--- src/rtl/ifetch_imem_bridge.sv ---
// ifetch_imem_bridge
//   Fetch-side slave: each accepted fetch request becomes a one-cycle-latency
//   read of a synchronous single-port instruction SRAM; the returned word is
//   queued in a small in-order FIFO and handed back under valid/ready.
//   Admission is occupancy based (queued entries + reads in flight), so every
//   read issued to the SRAM already owns a FIFO slot.
//
// Ports (the ifetch_if_t channel is flattened to ifetch_* signals):
//   clk, rst_n          clock, asynchronous active-low reset
//   ifetch_req_vld/rdy  fetch request handshake, ifetch_req_pc = byte address
//   ifetch_rsp_vld/rdy  response handshake, ifetch_rsp_ir = instruction
//   mem_en, mem_addr    SRAM read enable / word address (combinational)
//   mem_rdata           SRAM read data, valid the cycle after mem_en
//   misalign_err        sticky misaligned-fetch flag
//
// Optional feature: define IFETCH_ALIGN_CHK_EN to flag misaligned PCs. A
// misaligned fetch still reads the SRAM but returns a NOP, and sets
// misalign_err until reset. Undefined: PC[1:0] ignored, misalign_err = 0.

module ifetch_imem_bridge #(
    parameter int AW     = 32,
    parameter int DW     = 32,
    parameter int MEM_AW = 12,
    parameter int DEPTH  = 3
) (
    input  logic              clk,
    input  logic              rst_n,
    input  logic              ifetch_req_vld,
    output logic              ifetch_req_rdy,
    input  logic [AW-1:0]     ifetch_req_pc,
    output logic              ifetch_rsp_vld,
    input  logic              ifetch_rsp_rdy,
    output logic [DW-1:0]     ifetch_rsp_ir,
    output logic              mem_en,
    output logic [MEM_AW-1:0] mem_addr,
    input  logic [DW-1:0]     mem_rdata,
    output logic              misalign_err
);

    localparam int OCC_W = $clog2(DEPTH + 1);
    localparam int PTR_W = $clog2(DEPTH);
    localparam logic [OCC_W-1:0] DEPTH_C = OCC_W'(DEPTH);
    localparam logic [PTR_W-1:0] LAST_C  = PTR_W'(DEPTH - 1);

    logic [OCC_W-1:0] occ_q, occ_d;
    logic [OCC_W-1:0] cnt_q, cnt_d;
    logic [PTR_W-1:0] wr_ptr_q, wr_ptr_d;
    logic [PTR_W-1:0] rd_ptr_q, rd_ptr_d;
    logic             rd_pend_q, rd_pend_d;
    logic [DW-1:0]    buf_q [DEPTH];
    logic [DW-1:0]    buf_d [DEPTH];

    logic             req_hsk, rsp_hsk;
    logic [DW-1:0]    wr_data;

    // PC bits outside the word index are intentionally dropped (address wrap).
    logic unused_pc;
    assign unused_pc = ^{ifetch_req_pc[AW-1:MEM_AW+2], ifetch_req_pc[1:0]};

    function automatic logic [PTR_W-1:0] ptr_inc(input logic [PTR_W-1:0] p);
        return (p == LAST_C) ? '0 : p + 1'b1;
    endfunction

    // req_rdy depends on registered occupancy only: no path from rsp_rdy or
    // req_vld, so no combinational loop with the fetch unit.
    assign ifetch_req_rdy = (occ_q < DEPTH_C);
    assign req_hsk        = ifetch_req_vld & ifetch_req_rdy;
    assign rsp_hsk        = ifetch_rsp_vld & ifetch_rsp_rdy;

    assign mem_en   = req_hsk;
    assign mem_addr = ifetch_req_pc[MEM_AW+1:2];

    assign ifetch_rsp_vld = (cnt_q != '0);
    assign ifetch_rsp_ir  = buf_q[rd_ptr_q];

`ifdef IFETCH_ALIGN_CHK_EN
    logic mis_pend_q, mis_pend_d;
    logic misalign_err_q, misalign_err_d;

    // The per-entry misalign flag is folded into the stored word: the NOP is
    // substituted on the way in, keeping the output straight off storage.
    assign wr_data      = mis_pend_q ? DW'(32'h0000_0013) : mem_rdata;
    assign misalign_err = misalign_err_q;

    always_comb begin
        mis_pend_d     = req_hsk & (|ifetch_req_pc[1:0]);
        misalign_err_d = misalign_err_q | mis_pend_d;
    end

    always_ff @(posedge clk or negedge rst_n) begin
        if (!rst_n) begin
            mis_pend_q     <= 1'b0;
            misalign_err_q <= 1'b0;
        end else begin
            mis_pend_q     <= mis_pend_d;
            misalign_err_q <= misalign_err_d;
        end
    end
`else
    assign wr_data      = mem_rdata;
    assign misalign_err = 1'b0;
`endif

    always_comb begin
        occ_d = occ_q;
        case ({req_hsk, rsp_hsk})
            2'b10:   occ_d = occ_q + 1'b1;
            2'b01:   occ_d = occ_q - 1'b1;
            default: occ_d = occ_q;
        endcase

        // rd_pend_q marks that mem_rdata carries the word issued last cycle.
        rd_pend_d = req_hsk;

        cnt_d = cnt_q;
        case ({rd_pend_q, rsp_hsk})
            2'b10:   cnt_d = cnt_q + 1'b1;
            2'b01:   cnt_d = cnt_q - 1'b1;
            default: cnt_d = cnt_q;
        endcase

        wr_ptr_d = rd_pend_q ? ptr_inc(wr_ptr_q) : wr_ptr_q;
        rd_ptr_d = rsp_hsk   ? ptr_inc(rd_ptr_q) : rd_ptr_q;

        buf_d = buf_q;
        if (rd_pend_q) buf_d[wr_ptr_q] = wr_data;
    end

    always_ff @(posedge clk or negedge rst_n) begin
        if (!rst_n) begin
            occ_q     <= '0;
            cnt_q     <= '0;
            wr_ptr_q  <= '0;
            rd_ptr_q  <= '0;
            rd_pend_q <= 1'b0;
            for (int i = 0; i < DEPTH; i++) buf_q[i] <= '0;
        end else begin
            occ_q     <= occ_d;
            cnt_q     <= cnt_d;
            wr_ptr_q  <= wr_ptr_d;
            rd_ptr_q  <= rd_ptr_d;
            rd_pend_q <= rd_pend_d;
            buf_q     <= buf_d;
        end
    end

    // Admission makes these unreachable; they catch a broken occupancy count.
    always_ff @(posedge clk) begin
        if (rst_n) begin
            a_occ_bound: assert (occ_q <= DEPTH_C);
            a_fifo_ovf:  assert (!(rd_pend_q && cnt_q == DEPTH_C));
        end
    end

endmodule

--- config.mk ---
export PLATFORM = sky130hd
export DESIGN_NAME = ifetch_imem_bridge
export DESIGN_NICKNAME = d
export VERILOG_FILES = /design/src/rtl/ifetch_imem_bridge.sv
export SDC_FILE = /design/constraint.sdc
export NUM_CORES = 1
export LEC_CHECK = 0
export ABC_CLOCK_PERIOD_IN_PS = 4200
export CAP_MARGIN = 20
export CORE_ASPECT_RATIO = 1.1
export CORE_MARGIN = 1
export CORE_UTILIZATION = 30
export DETAILED_ROUTE_END_ITERATION = 10
export SYNTH_ARGS = -nofsm -noshare
export SYNTH_HDL_FRONTEND = slang
export SYNTH_SLANG_ARGS = --single-unit
--- constraint.sdc ---
create_clock -name clk -period 4.2 [get_ports clk]
set_clock_uncertainty 0.05 [all_clocks]
set_input_delay 1.05 -clock clk [delete_from_list [all_inputs] [get_ports clk]]
set_output_delay 1.05 -clock clk [all_outputs]
set_load 0.01 [all_outputs]
==> results of run 1 <==
-- per-stage QoR --
step | std cells | hold slack (ps) | setup slack (ps) | instance area (um^2) | util [%]
floorplan | 359 | 392 | 1840 | 4830 | -
global placement | 602 | 407 | 833 | 5640 | 35.9
detailed placement | 603 | 410 | 845 | 5660 | 36.0
CTS | 619 | 422 | 655 | 5960 | 37.9
global route | 619 | 461 | 548 | 5960 | 37.9
finish | 619 | 417 | 729 | 5960 | 37.9
-- flip-flops by register name, indices dropped and copies added (netlist names) --
name	flops
buf_q	96
rd_pend_q	1
wr_ptr_q	2
occ_q	2
rd_ptr_q	2
cnt_q	2
-- report_power, final --
group | internal, W | switching (W)
sequential | 0.00154 | 0.000273
clock | 0.000477 | 0.000371
combinational | 0.00137 | 0.000962
-- area by class of cell --
type	instances	area share, %
clock buffers	11	4.07
clock inverters	5	0.924
inverters	4	0.252
multi-input cells	216	33.3
flip-flops and latches	105	44.1
well taps	200	4.20
repair buffers	78	13.1
-- cells by family (layout without fill, tap and decap cells) --
| kind of cell | after synthesis | after routing | synth area share (%) |
|---|---|---|---|
| DFF | 105 | 105 | 54.4 |
| adders and majority gates | 2 | 2 | 0.518 |
| other | 1 | 1 | 0.0777 |
| and+or+nand+nor | 42 | 42 | 3.60 |
| AOI/OAI and AO/OA | 36 | 36 | 3.84 |
| buffers and inverters | 38 | 98 | 4.85 |
| muxes | 129 | 129 | 31.6 |
| xor gates and xnor gates | 6 | 6 | 1.09 |
-- routing by layer --
metal / vias to the layer above / global-route usage [%]
met2: 53 / 21.7
met3: 11 / 2.96
met5: - / 0
met1: 1452 / 16.8
met4: 0 / 6.03
li1: 1344 / -
-- cells in the mapped netlist --
cell type | number | area share, %
sky130_fd_sc_hd__nor3_2 | 1 | 0.21
sky130_fd_sc_hd__o21ai_0 | 30 | 3.1
sky130_fd_sc_hd__nor2b_1 | 1 | 0.13
sky130_fd_sc_hd__mux2_4 | 30 | 9.3
sky130_fd_sc_hd__xor2_1 | 2 | 0.36
sky130_fd_sc_hd__a21o_1 | 2 | 0.31
sky130_fd_sc_hd__o21ai_1 | 4 | 0.41
sky130_fd_sc_hd__buf_4 | 13 | 2.0
sky130_fd_sc_hd__inv_1 | 2 | 0.16
sky130_fd_sc_hd__mux2_2 | 67 | 16
sky130_fd_sc_hd__ha_1 | 2 | 0.52
sky130_fd_sc_hd__inv_2 | 2 | 0.16
sky130_fd_sc_hd__or2_2 | 1 | 0.13
sky130_fd_sc_hd__or3_1 | 1 | 0.13
sky130_fd_sc_hd__xnor2_1 | 4 | 0.73
sky130_fd_sc_hd__clkbuf_1 | 7 | 0.54
sky130_fd_sc_hd__mux2i_1 | 32 | 6.6
sky130_fd_sc_hd__dfrtp_1 | 105 | 54
sky130_fd_sc_hd__buf_6 | 4 | 0.93
sky130_fd_sc_hd__nor2_1 | 2 | 0.16
sky130_fd_sc_hd__nand3_1 | 1 | 0.10
sky130_fd_sc_hd__buf_2 | 10 | 1.0
sky130_fd_sc_hd__conb_1 | 1 | 0.078
sky130_fd_sc_hd__nand2_1 | 34 | 2.6
sky130_fd_sc_hd__nor3_1 | 1 | 0.10
-- critical path, cell delays in order (launching register included) --
cell and delay, ps:
sky130_fd_sc_hd__dfrtp_2 420, sky130_fd_sc_hd__nor2b_4 620, sky130_fd_sc_hd__buf_4 280, sky130_fd_sc_hd__nand2_1 60, sky130_fd_sc_hd__o21ai_0 70, sky130_fd_sc_hd__clkdlybuf4s50_1 560
-- worst min path at each step --
stage | slack [ps] | cells after the start | to
2_1_floorplan | 390 | 1 | occ_q[1]$_DFFE_PN0P_
3_3_place_gp | 410 | 1 | occ_q[1]$_DFFE_PN0P_
3_5_place_dp | 410 | 1 | occ_q[1]$_DFFE_PN0P_
4_1_cts | 420 | 1 | occ_q[1]$_DFFE_PN0P_
5_1_grt | 460 | 1 | cnt_q[1]$_DFFE_PN0P_
6_report | 420 | 1 | occ_q[1]$_DFFE_PN0P_
==> flow_results.xml, run 1 <==
<?xml version="1.0" encoding="UTF-8"?>
<metrics>
  <group name="setup_path">
    <metric name="worstSetupStartpoint" unit="">rd_ptr_q[1]$_DFFE_PN0P_</metric>
    <metric name="worst_setup_path_endpoint" unit="">ifetch_rsp_ir[10]</metric>
    <metric name="crit_required" unit="ps">3100</metric>
    <metric name="timing.reg2reg.worst_path_depth" unit="">3</metric>
    <metric name="setup.worst_path.start_class" unit="">flip-flop</metric>
    <metric name="timing.reg2reg.setup_slack" unit="ps">1970</metric>
    <metric name="worstReg2RegStart" unit="">wr_ptr_q[0]$_DFFE_PN0P_</metric>
    <metric name="cp_max_fo" unit="">24</metric>
    <metric name="path_class" unit="">reg -&gt; out</metric>
    <metric name="endpoint_of_the_lowest_slack_register_to_register_path" unit="">buf_q[83]$_DFFE_PN0P_</metric>
    <metric name="critical_path_arrival" unit="ps">2370</metric>
    <metric name="worst_setup_path_end_kind" unit="">primary output</metric>
  </group>
  <group name="finish">
    <metric name="layout-drive-gt1-share" unit="%">30.8</metric>
    <metric name="layout.cells.most_common_list" unit="">sky130_fd_sc_hd__dfrtp_1 (104), sky130_fd_sc_hd__clkdlybuf4s50_1 (69), sky130_fd_sc_hd__mux2_2 (67)</metric>
    <metric name="final.fill_count" unit="">1502</metric>
    <metric name="seq_area" unit="um^2">2630</metric>
    <metric name="antenna_cells" unit="">0</metric>
    <metric name="layout.cells.most_common" unit="">sky130_fd_sc_hd__dfrtp_1</metric>
    <metric name="footprint_of_the_multi_input_gates" unit="um^2">1990</metric>
    <metric name="area_grow_syn2layout" unit="%">23.5</metric>
    <metric name="finish.net_count" unit="">484</metric>
  </group>
  <group name="routing">
    <metric name="viasPerCell" unit="">4.62</metric>
    <metric name="drt.antenna.violating_nets" unit="">0</metric>
    <metric name="detail_route.drc_violations" unit="">0</metric>
    <metric name="drt_wl_total" unit="mm">10.3</metric>
    <metric name="drt_first_pass_iters" unit="">4</metric>
    <metric name="route.met3.wl" unit="um">351</metric>
    <metric name="top_layer_used" unit="">met4</metric>
    <metric name="drt-met1-wl" unit="mm">4.80</metric>
    <metric name="dr.first_iter.drc_count" unit="">109</metric>
    <metric name="avgRoutedWirePerCell" unit="um">16.6</metric>
    <metric name="route.met2.wl" unit="mm">4.95</metric>
    <metric name="vias" unit="">2860</metric>
  </group>
  <group name="cts">
    <metric name="cts_buffer_depth" unit="">2</metric>
    <metric name="post_cts.resized_instances" unit="">0</metric>
    <metric name="h-tree-depth" unit="">3</metric>
    <metric name="clock_insertion_delay_worst_skew" unit="ps">350</metric>
    <metric name="cts_buffers" unit="">9</metric>
    <metric name="cts_tree" unit="">built</metric>
    <metric name="worst_setup_hold_path_clk_slew" unit="ps">70</metric>
    <metric name="post_cts_buffers" unit="">0</metric>
    <metric name="clock_sinks" unit="">105</metric>
    <metric name="clockRootBuffer" unit="">sky130_fd_sc_hd__clkbuf_16</metric>
    <metric name="ctsHoldBuffers" unit="">0</metric>
  </group>
  <group name="power">
    <metric name="total_power" unit="W">0.00499</metric>
    <metric name="p_per_area" unit="nW/um^2">837</metric>
    <metric name="irDropWorstVdd" unit="V">0.000319</metric>
    <metric name="leakage_power" unit="nW">2.56</metric>
  </group>
  <group name="min_path">
    <metric name="min-delay-start" unit="">occ_q[1]$_DFFE_PN0P_</metric>
    <metric name="min-delay-path-class" unit="">reg -&gt; reg</metric>
  </group>
  <group name="grt">
    <metric name="grt.total_usage" unit="%">13.3</metric>
    <metric name="grt_antenna_before_repair" unit="">0</metric>
    <metric name="grt_overflow" unit="">0</metric>
    <metric name="grt_start_max_net_pins" unit="">60</metric>
    <metric name="first_global_vias" unit="">2983</metric>
    <metric name="global_route_wire_length_before_repair" unit="mm">16.2</metric>
  </group>
  <group name="timing">
    <metric name="fmax" unit="MHz">288</metric>
    <metric name="setup_total_negative_slack" unit="ps">0</metric>
    <metric name="finalSetupViolCount" unit="">0</metric>
    <metric name="relSlewSlack" unit="%">39.6</metric>
    <metric name="grt_setup_unrepaired" unit="">no</metric>
    <metric name="finalWorstPathRequiredPeriod" unit="ps">3470</metric>
    <metric name="final_min_period_over_clock_period" unit="%">82.6</metric>
    <metric name="worst_pin_slew" unit="ps">904</metric>
    <metric name="final-hold-violation-count" unit="">0</metric>
    <metric name="maxSlewViolCount" unit="">0</metric>
  </group>
  <group name="yosys">
    <metric name="syn_area" unit="um^2">4830</metric>
    <metric name="synth_area_per_cell" unit="um^2">13.4</metric>
    <metric name="synth_seq_area_share" unit="%">54.4</metric>
    <metric name="yosys_register_bits" unit="">105</metric>
    <metric name="synth.net_count" unit="">429</metric>
    <metric name="synthesis.instances" unit="">359</metric>
    <metric name="synthDistinctLibCells" unit="">25</metric>
    <metric name="yosysWarningCount" unit="">0</metric>
  </group>
  <group name="floorplanning">
    <metric name="num_rows" unit="">48</metric>
    <metric name="design.die.area" unit="um^2">16600</metric>
    <metric name="i_o_pins" unit="">116</metric>
    <metric name="core_region_area" unit="um^2">15700</metric>
    <metric name="height_of_the_die" unit="um">135</metric>
    <metric name="start_util" unit="%">30.7</metric>
    <metric name="die_width" unit="um">123</metric>
  </group>
  <group name="status">
    <metric name="run_status" unit="">finished clean</metric>
  </group>
  <group name="placed_design">
    <metric name="detailedPlacementHpwl" unit="mm">6.39</metric>
    <metric name="place_congestion" unit="">0.679</metric>
    <metric name="port_buffers" unit="">70</metric>
  </group>
  <group name="flow_run">
    <metric name="cap_violations" unit="">0</metric>
  </group>
</metrics>
Note: power is estimated with default switching activity, not from simulation.
==> run 2, diff against run 1 <==
--- a/config.mk
+++ b/config.mk
@@ -5,7 +5,7 @@
 export SDC_FILE = /design/constraint.sdc
 export NUM_CORES = 1
 export LEC_CHECK = 0
-export ABC_CLOCK_PERIOD_IN_PS = 4200
+export ABC_CLOCK_PERIOD_IN_PS = 2910
 export CAP_MARGIN = 20
 export CORE_ASPECT_RATIO = 1.1
 export CORE_MARGIN = 1
==> constraint.sdc (replaced) <==
create_clock -name clk -period 2.91 [get_ports clk]
set_clock_uncertainty 0.05 [all_clocks]
set_input_delay 0.7275 -clock clk [delete_from_list [all_inputs] [get_ports clk]]
set_output_delay 0.7275 -clock clk [all_outputs]
set_load 0.01 [all_outputs]
==> flow_results.xml, run 2 (synthesized netlist as in run 1, its figures left out) <==
<?xml version="1.0" encoding="UTF-8"?>
<metrics>
  <group name="setup_path">
    <metric name="worstReg2RegStart" unit="">wr_ptr_q[0]$_DFFE_PN0P_</metric>
    <metric name="cpMaxStageDelayCell" unit="">sky130_fd_sc_hd__clkdlybuf4s50_1</metric>
    <metric name="critical_path_depth" unit="">5</metric>
    <metric name="path_class" unit="">reg -&gt; out</metric>
    <metric name="crit_required" unit="ps">2130</metric>
    <metric name="crit_path_cell_trace" unit="">nor2b_4, buf_4, nand2_1, o21ai_0, clkdlybuf4s50_1</metric>
    <metric name="worstSetupStartpoint" unit="">rd_ptr_q[1]$_DFFE_PN0P_</metric>
    <metric name="worst-path-buf-inv" unit="">2</metric>
    <metric name="setup.worst_path.start_class" unit="">flip-flop</metric>
    <metric name="cpPeakStageDelay" unit="ps">590</metric>
    <metric name="top_delay_family_on_crit_path" unit="">buffers and inverters</metric>
    <metric name="timing.reg2reg.setup_slack" unit="ps">860</metric>
    <metric name="timing.reg2reg.worst_path_depth" unit="">3</metric>
    <metric name="cp_max_fo" unit="">16</metric>
    <metric name="endpoint_of_the_lowest_slack_register_to_register_path" unit="">buf_q[17]$_DFFE_PN0P_</metric>
    <metric name="critical_path_arrival" unit="ps">2010</metric>
    <metric name="worst_setup_path_end_kind" unit="">primary output</metric>
  </group>
  <group name="floorplanning">
    <metric name="core_region_area" unit="um^2">15700</metric>
    <metric name="i_o_pins" unit="">116</metric>
    <metric name="start_util" unit="%">30.7</metric>
    <metric name="height_of_the_die" unit="um">135</metric>
    <metric name="num_rows" unit="">48</metric>
    <metric name="die_width" unit="um">123</metric>
    <metric name="design.die.area" unit="um^2">16600</metric>
  </group>
  <group name="power">
    <metric name="p_per_area" unit="nW/um^2">1230</metric>
    <metric name="power.clock.fraction" unit="%">18.7</metric>
    <metric name="internal_power" unit="W">0.00509</metric>
    <metric name="leakage_power" unit="nW">2.61</metric>
    <metric name="irDropWorstVdd" unit="V">0.000453</metric>
    <metric name="power_switching" unit="W">0.00236</metric>
    <metric name="total_power" unit="W">0.00745</metric>
    <metric name="combinationalPowerShare" unit="%">46.0</metric>
    <metric name="netSwitchingFraction" unit="%">31.7</metric>
    <metric name="power_share_of_the_sequential_group" unit="%">35.3</metric>
  </group>
  <group name="grt">
    <metric name="global_route_wire_length_before_repair" unit="mm">16.8</metric>
    <metric name="groute.layer.met3.usage" unit="%">4.39</metric>
    <metric name="met2_usage_in_global_routing" unit="%">22.5</metric>
    <metric name="grt-busiest-layer" unit="">met2</metric>
    <metric name="first_global_vias" unit="">3209</metric>
    <metric name="grt_start_max_net_pins" unit="">57</metric>
    <metric name="grt_antenna_before_repair" unit="">0</metric>
    <metric name="grt_overflow" unit="">0</metric>
    <metric name="grt.total_usage" unit="%">13.7</metric>
    <metric name="grt_use_met1" unit="%">16.7</metric>
  </group>
  <group name="placed_design">
    <metric name="place_congestion" unit="">0.699</metric>
    <metric name="detailedPlacementHpwl" unit="mm">6.68</metric>
    <metric name="detailedPlace.worstSlack" unit="ps">207</metric>
    <metric name="port_buffers" unit="">70</metric>
  </group>
  <group name="finish">
    <metric name="final.fill_count" unit="">1498</metric>
    <metric name="antenna_cells" unit="">0</metric>
    <metric name="area_grow_syn2layout" unit="%">25.6</metric>
    <metric name="layout-drive-gt1-share" unit="%">31.7</metric>
    <metric name="finish.net_count" unit="">488</metric>
    <metric name="largest_register" unit="">buf_q</metric>
    <metric name="footprint_of_the_multi_input_gates" unit="um^2">1990</metric>
    <metric name="layout.cells.most_common" unit="">sky130_fd_sc_hd__dfrtp_1</metric>
    <metric name="seq_area" unit="um^2">2630</metric>
    <metric name="layout.cells.most_common_list" unit="">sky130_fd_sc_hd__dfrtp_1 (104), sky130_fd_sc_hd__clkdlybuf4s50_1 (69), sky130_fd_sc_hd__mux2_2 (67)</metric>
    <metric name="largest_register_ff_count" unit="">96</metric>
  </group>
  <group name="timing">
    <metric name="finalWorstPathRequiredPeriod" unit="ps">2790</metric>
    <metric name="final-hold-violation-count" unit="">0</metric>
    <metric name="maxSlewViolCount" unit="">0</metric>
    <metric name="relSlewSlack" unit="%">56.7</metric>
    <metric name="setup_total_negative_slack" unit="ps">0</metric>
    <metric name="worst_pin_slew" unit="ps">649</metric>
    <metric name="final_min_period_over_clock_period" unit="%">95.9</metric>
    <metric name="finalWorstSetupSlack" unit="ps">119</metric>
    <metric name="finalSetupViolCount" unit="">0</metric>
    <metric name="fmax" unit="MHz">358</metric>
    <metric name="grt_setup_unrepaired" unit="">no</metric>
  </group>
  <group name="routing">
    <metric name="dr.first_iter.drc_count" unit="">71</metric>
    <metric name="drt_wl_total" unit="mm">10.4</metric>
    <metric name="drt.antenna.violating_nets" unit="">0</metric>
    <metric name="viasPerCell" unit="">4.71</metric>
    <metric name="avgRoutedWirePerCell" unit="um">16.7</metric>
    <metric name="vias" unit="">2932</metric>
    <metric name="detail_route.drc_violations" unit="">0</metric>
    <metric name="drt_first_pass_iters" unit="">4</metric>
  </group>
  <group name="flow_run">
    <metric name="cap_violations" unit="">0</metric>
  </group>
  <group name="cts">
    <metric name="clock_sinks" unit="">105</metric>
    <metric name="post_cts.resized_instances" unit="">0</metric>
    <metric name="worst_setup_hold_path_clk_slew" unit="ps">70</metric>
    <metric name="cts_buffers" unit="">9</metric>
    <metric name="clockRootBuffer" unit="">sky130_fd_sc_hd__clkbuf_16</metric>
    <metric name="cts_tree" unit="">built</metric>
    <metric name="h-tree-depth" unit="">3</metric>
    <metric name="ctsHoldBuffers" unit="">0</metric>
    <metric name="post_cts_buffers" unit="">1</metric>
    <metric name="cts_buffer_depth" unit="">2</metric>
    <metric name="clock_insertion_delay_worst_skew" unit="ps">350</metric>
  </group>
  <group name="status">
    <metric name="run_status" unit="">finished clean</metric>
  </group>
  <group name="min_path">
    <metric name="min-delay-path-class" unit="">in -&gt; async</metric>
  </group>
</metrics>
run 2: cell count changes in the layout (fill, tap and decap cells not counted), moves of 2 or more:
| cell | change |
|---|---|
| sky130_fd_sc_hd__buf_12 | +2 |
| sky130_fd_sc_hd__bufinv_16 | +2 |
| sky130_fd_sc_hd__clkinvlp_4 | -2 |
| sky130_fd_sc_hd__buf_4 | +2 |
run 2: worst max path at each step:
stage                         to  slack [ps]
2_1_floorplan   ifetch_rsp_ir[0]         870
3_5_place_dp              mem_en         210
3_3_place_gp              mem_en         190
6_report        ifetch_rsp_ir[1]         120
5_1_grt        ifetch_rsp_ir[27]          10
4_1_cts         ifetch_rsp_ir[1]          90
run 2: stage by stage:
| step | area [um^2] | hold WS [ps] | instances | util, % |
|---|---|---|---|---|
| 2_1_floorplan | 4830 | 382 | 359 | - |
| 3_3_place_gp | 5710 | 407 | 606 | 36.3 |
| 3_5_place_dp | 5710 | 408 | 606 | 36.3 |
| 4_1_cts | 6060 | 162 | 623 | 38.5 |
| 5_1_grt | 6060 | 164 | 623 | 38.5 |
| 6_report | 6060 | 176 | 623 | 38.5 |
run 2: power groups by stage:
stage                     logic, W  registers (W)  clock network [W]
after floorplan            0.00214        0.00253                  0
after global placement     0.00337        0.00262                  0
after detailed placement   0.00344        0.00267                  0
after CTS                  0.00349        0.00263            0.00145
after global routing       0.00372        0.00273            0.00151
final                      0.00343        0.00263            0.00140
run 2: cell type report:
cell class	count	area share [%]
Inverter	4	0.248
Tap cell	200	4.13
Sequential cell	105	43.4
Clock buffer	9	3.72
Multi-Input combinational cell	216	32.8
Timing Repair Buffer	82	13.8
Clock inverter	7	1.94
run 2: routing by layer:
metal	wire length, um	up-vias
met4	153	0
met3	493	12
li1	-	1350
met2	5120	62
met5	0	-
met1	4630	1508
==> run 3, diff against run 2 <==
--- a/config.mk
+++ b/config.mk
@@ -10,6 +10,7 @@
 export CORE_ASPECT_RATIO = 1.1
 export CORE_MARGIN = 1
 export CORE_UTILIZATION = 30
+export CTS_BUF_LIST = sky130_fd_sc_hd__clkbuf_8
 export DETAILED_ROUTE_END_ITERATION = 10
 export SYNTH_ARGS = -nofsm -noshare
 export SYNTH_HDL_FRONTEND = slang
==> flow_results.xml, run 3 (synthesized netlist as in run 1, its figures left out) <==
<?xml version="1.0" encoding="UTF-8"?>
<metrics>
  <group name="floorplanning">
    <metric name="i_o_pins" unit="">116</metric>
    <metric name="height_of_the_die" unit="um">135</metric>
    <metric name="start_util" unit="%">30.7</metric>
    <metric name="design.die.area" unit="um^2">16600</metric>
    <metric name="core_region_area" unit="um^2">15700</metric>
    <metric name="die_width" unit="um">123</metric>
    <metric name="num_rows" unit="">48</metric>
  </group>
  <group name="grt">
    <metric name="grt_overflow" unit="">0</metric>
    <metric name="grt.total_usage" unit="%">13.7</metric>
    <metric name="grt_antenna_before_repair" unit="">0</metric>
    <metric name="grt_start_max_net_pins" unit="">57</metric>
    <metric name="global_route_wire_length_before_repair" unit="mm">16.7</metric>
    <metric name="first_global_vias" unit="">3183</metric>
  </group>
  <group name="routing">
    <metric name="avgRoutedWirePerCell" unit="um">17.0</metric>
    <metric name="drt.antenna.violating_nets" unit="">0</metric>
    <metric name="drt_first_pass_iters" unit="">4</metric>
    <metric name="dr.first_iter.drc_count" unit="">100</metric>
    <metric name="vias" unit="">2915</metric>
    <metric name="drt_wl_total" unit="mm">10.6</metric>
    <metric name="viasPerCell" unit="">4.67</metric>
    <metric name="detail_route.drc_violations" unit="">0</metric>
  </group>
  <group name="flow_run">
    <metric name="cap_violations" unit="">0</metric>
  </group>
  <group name="finish">
    <metric name="layout-drive-gt1-share" unit="%">31.8</metric>
    <metric name="largest_register" unit="">buf_q</metric>
    <metric name="largest_register_ff_count" unit="">96</metric>
    <metric name="area_grow_syn2layout" unit="%">24.2</metric>
    <metric name="final-instance-count-excl-fill" unit="">624</metric>
    <metric name="final_area" unit="um^2">5990</metric>
    <metric name="finish.net_count" unit="">489</metric>
    <metric name="layout.cells.most_common_list" unit="">sky130_fd_sc_hd__dfrtp_1 (104), sky130_fd_sc_hd__mux2_2 (67), sky130_fd_sc_hd__clkdlybuf4s50_1 (67)</metric>
    <metric name="final.fill_count" unit="">1499</metric>
    <metric name="layout.cells.most_common" unit="">sky130_fd_sc_hd__dfrtp_1</metric>
    <metric name="footprint_of_the_multi_input_gates" unit="um^2">1990</metric>
    <metric name="postLayoutCoreUtil" unit="%">38.1</metric>
    <metric name="seq_area" unit="um^2">2630</metric>
    <metric name="antenna_cells" unit="">0</metric>
  </group>
  <group name="setup_path">
    <metric name="worst_setup_path_end_kind" unit="">primary output</metric>
    <metric name="timing.reg2reg.setup_slack" unit="ps">860</metric>
    <metric name="cpMaxStageDelayCell" unit="">sky130_fd_sc_hd__clkdlybuf4s50_1</metric>
    <metric name="crit_required" unit="ps">2130</metric>
    <metric name="endpoint_of_the_lowest_slack_register_to_register_path" unit="">buf_q[17]$_DFFE_PN0P_</metric>
    <metric name="critical_path_arrival" unit="ps">2030</metric>
    <metric name="timing.reg2reg.worst_path_depth" unit="">3</metric>
    <metric name="worstSetupStartpoint" unit="">rd_ptr_q[1]$_DFFE_PN0P_</metric>
    <metric name="worst_setup_path_endpoint" unit="">ifetch_rsp_ir[2]</metric>
    <metric name="path_class" unit="">reg -&gt; out</metric>
    <metric name="worstReg2RegStart" unit="">wr_ptr_q[0]$_DFFE_PN0P_</metric>
    <metric name="setup.worst_path.start_class" unit="">flip-flop</metric>
    <metric name="crit_path_cell_trace" unit="">nor2b_4, buf_6, nand2_1, o21ai_0, clkdlybuf4s50_1</metric>
    <metric name="cpPeakStageDelay" unit="ps">590</metric>
    <metric name="cp_max_fo" unit="">16</metric>
  </group>
  <group name="cts">
    <metric name="cts_buffers" unit="">9</metric>
    <metric name="clock_sinks" unit="">105</metric>
    <metric name="ctsHoldBuffers" unit="">0</metric>
    <metric name="clockRootBuffer" unit="">sky130_fd_sc_hd__clkbuf_8</metric>
    <metric name="worst_setup_hold_path_clk_slew" unit="ps">100</metric>
    <metric name="clock_insertion_delay_worst_skew" unit="ps">390</metric>
    <metric name="cts_buffer_depth" unit="">2</metric>
    <metric name="cts_tree" unit="">built</metric>
    <metric name="h-tree-depth" unit="">3</metric>
  </group>
  <group name="min_path">
    <metric name="min-delay-path-class" unit="">in -&gt; async</metric>
  </group>
  <group name="power">
    <metric name="total_power" unit="W">0.00719</metric>
    <metric name="irDropWorstVdd" unit="V">0.000454</metric>
    <metric name="leakage_power" unit="nW">2.60</metric>
    <metric name="p_per_area" unit="nW/um^2">1200</metric>
  </group>
  <group name="timing">
    <metric name="maxSlewViolCount" unit="">0</metric>
    <metric name="finalSetupViolCount" unit="">0</metric>
    <metric name="grt_setup_unrepaired" unit="">no</metric>
    <metric name="final-hold-violation-count" unit="">0</metric>
    <metric name="worst_pin_slew" unit="ps">649</metric>
    <metric name="finalWorstPathRequiredPeriod" unit="ps">2800</metric>
    <metric name="relSlewSlack" unit="%">56.8</metric>
    <metric name="final_min_period_over_clock_period" unit="%">96.3</metric>
    <metric name="setup_total_negative_slack" unit="ps">0</metric>
    <metric name="fmax" unit="MHz">357</metric>
  </group>
  <group name="placed_design">
    <metric name="place_congestion" unit="">0.699</metric>
    <metric name="dpl-instance-area" unit="um^2">5710</metric>
    <metric name="port_buffers" unit="">70</metric>
    <metric name="instance_count_after_placement_with_tap_cells_included" unit="">606</metric>
    <metric name="detailedPlacementHpwl" unit="mm">6.68</metric>
  </group>
  <group name="status">
    <metric name="run_status" unit="">finished clean</metric>
  </group>
</metrics>
run 3: cell count changes in the layout (fill, tap and decap cells not counted), sizes merged:
| cell | change |
|---|---|
| clkdlybuf4s50 | -2 |
| dlymetal6s2s | +2 |
| clkbuf | +1 |
run 3: report_power, final:
group	total [W]	internal, W	switching [W]
Combinational	0.00347	0.00205	0.00142
Clock	0.00109	0.000573	0.000520
Sequential	0.00263	0.00221	0.000415
Total	0.00719	0.00484	0.00235
run 3: how the worst min path moves through the flow:
stage	slack [ps]	startpoint	to
after floorplan	380	rst_n	buf_q[0]$_DFFE_PN0P_
after global placement	410	occ_q[1]$_DFFE_PN0P_	occ_q[1]$_DFFE_PN0P_
after detailed placement	410	occ_q[1]$_DFFE_PN0P_	occ_q[1]$_DFFE_PN0P_
after CTS	110	rst_n	buf_q[65]$_DFFE_PN0P_
after global routing	110	rst_n	buf_q[33]$_DFFE_PN0P_
final	130	rst_n	buf_q[33]$_DFFE_PN0P_
run 3: repair_timing:
| action | CTS | global route |
|---|---|---|
| setup buffers | 1 | 0 |
| gates cloned | 0 | 1 |
| pin swaps | 0 | 0 |
| resized for setup | 0 | 3 |
| setup endpoints to repair | 21 | 4 |
run 3: worst max-delay path: cells and delay by family (launching register included):
family	cells	cell delay (ps)
compound gates	1	100
buf+inv	2	800
simple gates	2	240
flops	1	490
run 3: through the flow:
step                      hold WS [ps]  setup slack, ps
after floorplan                    382              868
final                              134              107
after global routing               107             4.96
after global placement             407              195
after detailed placement           408              207
after CTS                          107             35.5
run 3: routing by layer:
layer	global-route usage [%]	wire (um)
met1	16.7	4760
met3	3.89	471
met5	0	0
met2	22.3	5210
met4	5.83	182
run 3: final cells by class:
class	instances	area share, %
repair buffers	83	14.6
clock buffers	9	2.07
multi-input cells	216	33.1
well taps	200	4.18
flip-flops and latches	105	43.9
clock inverters	7	1.96
inverters	4	0.251
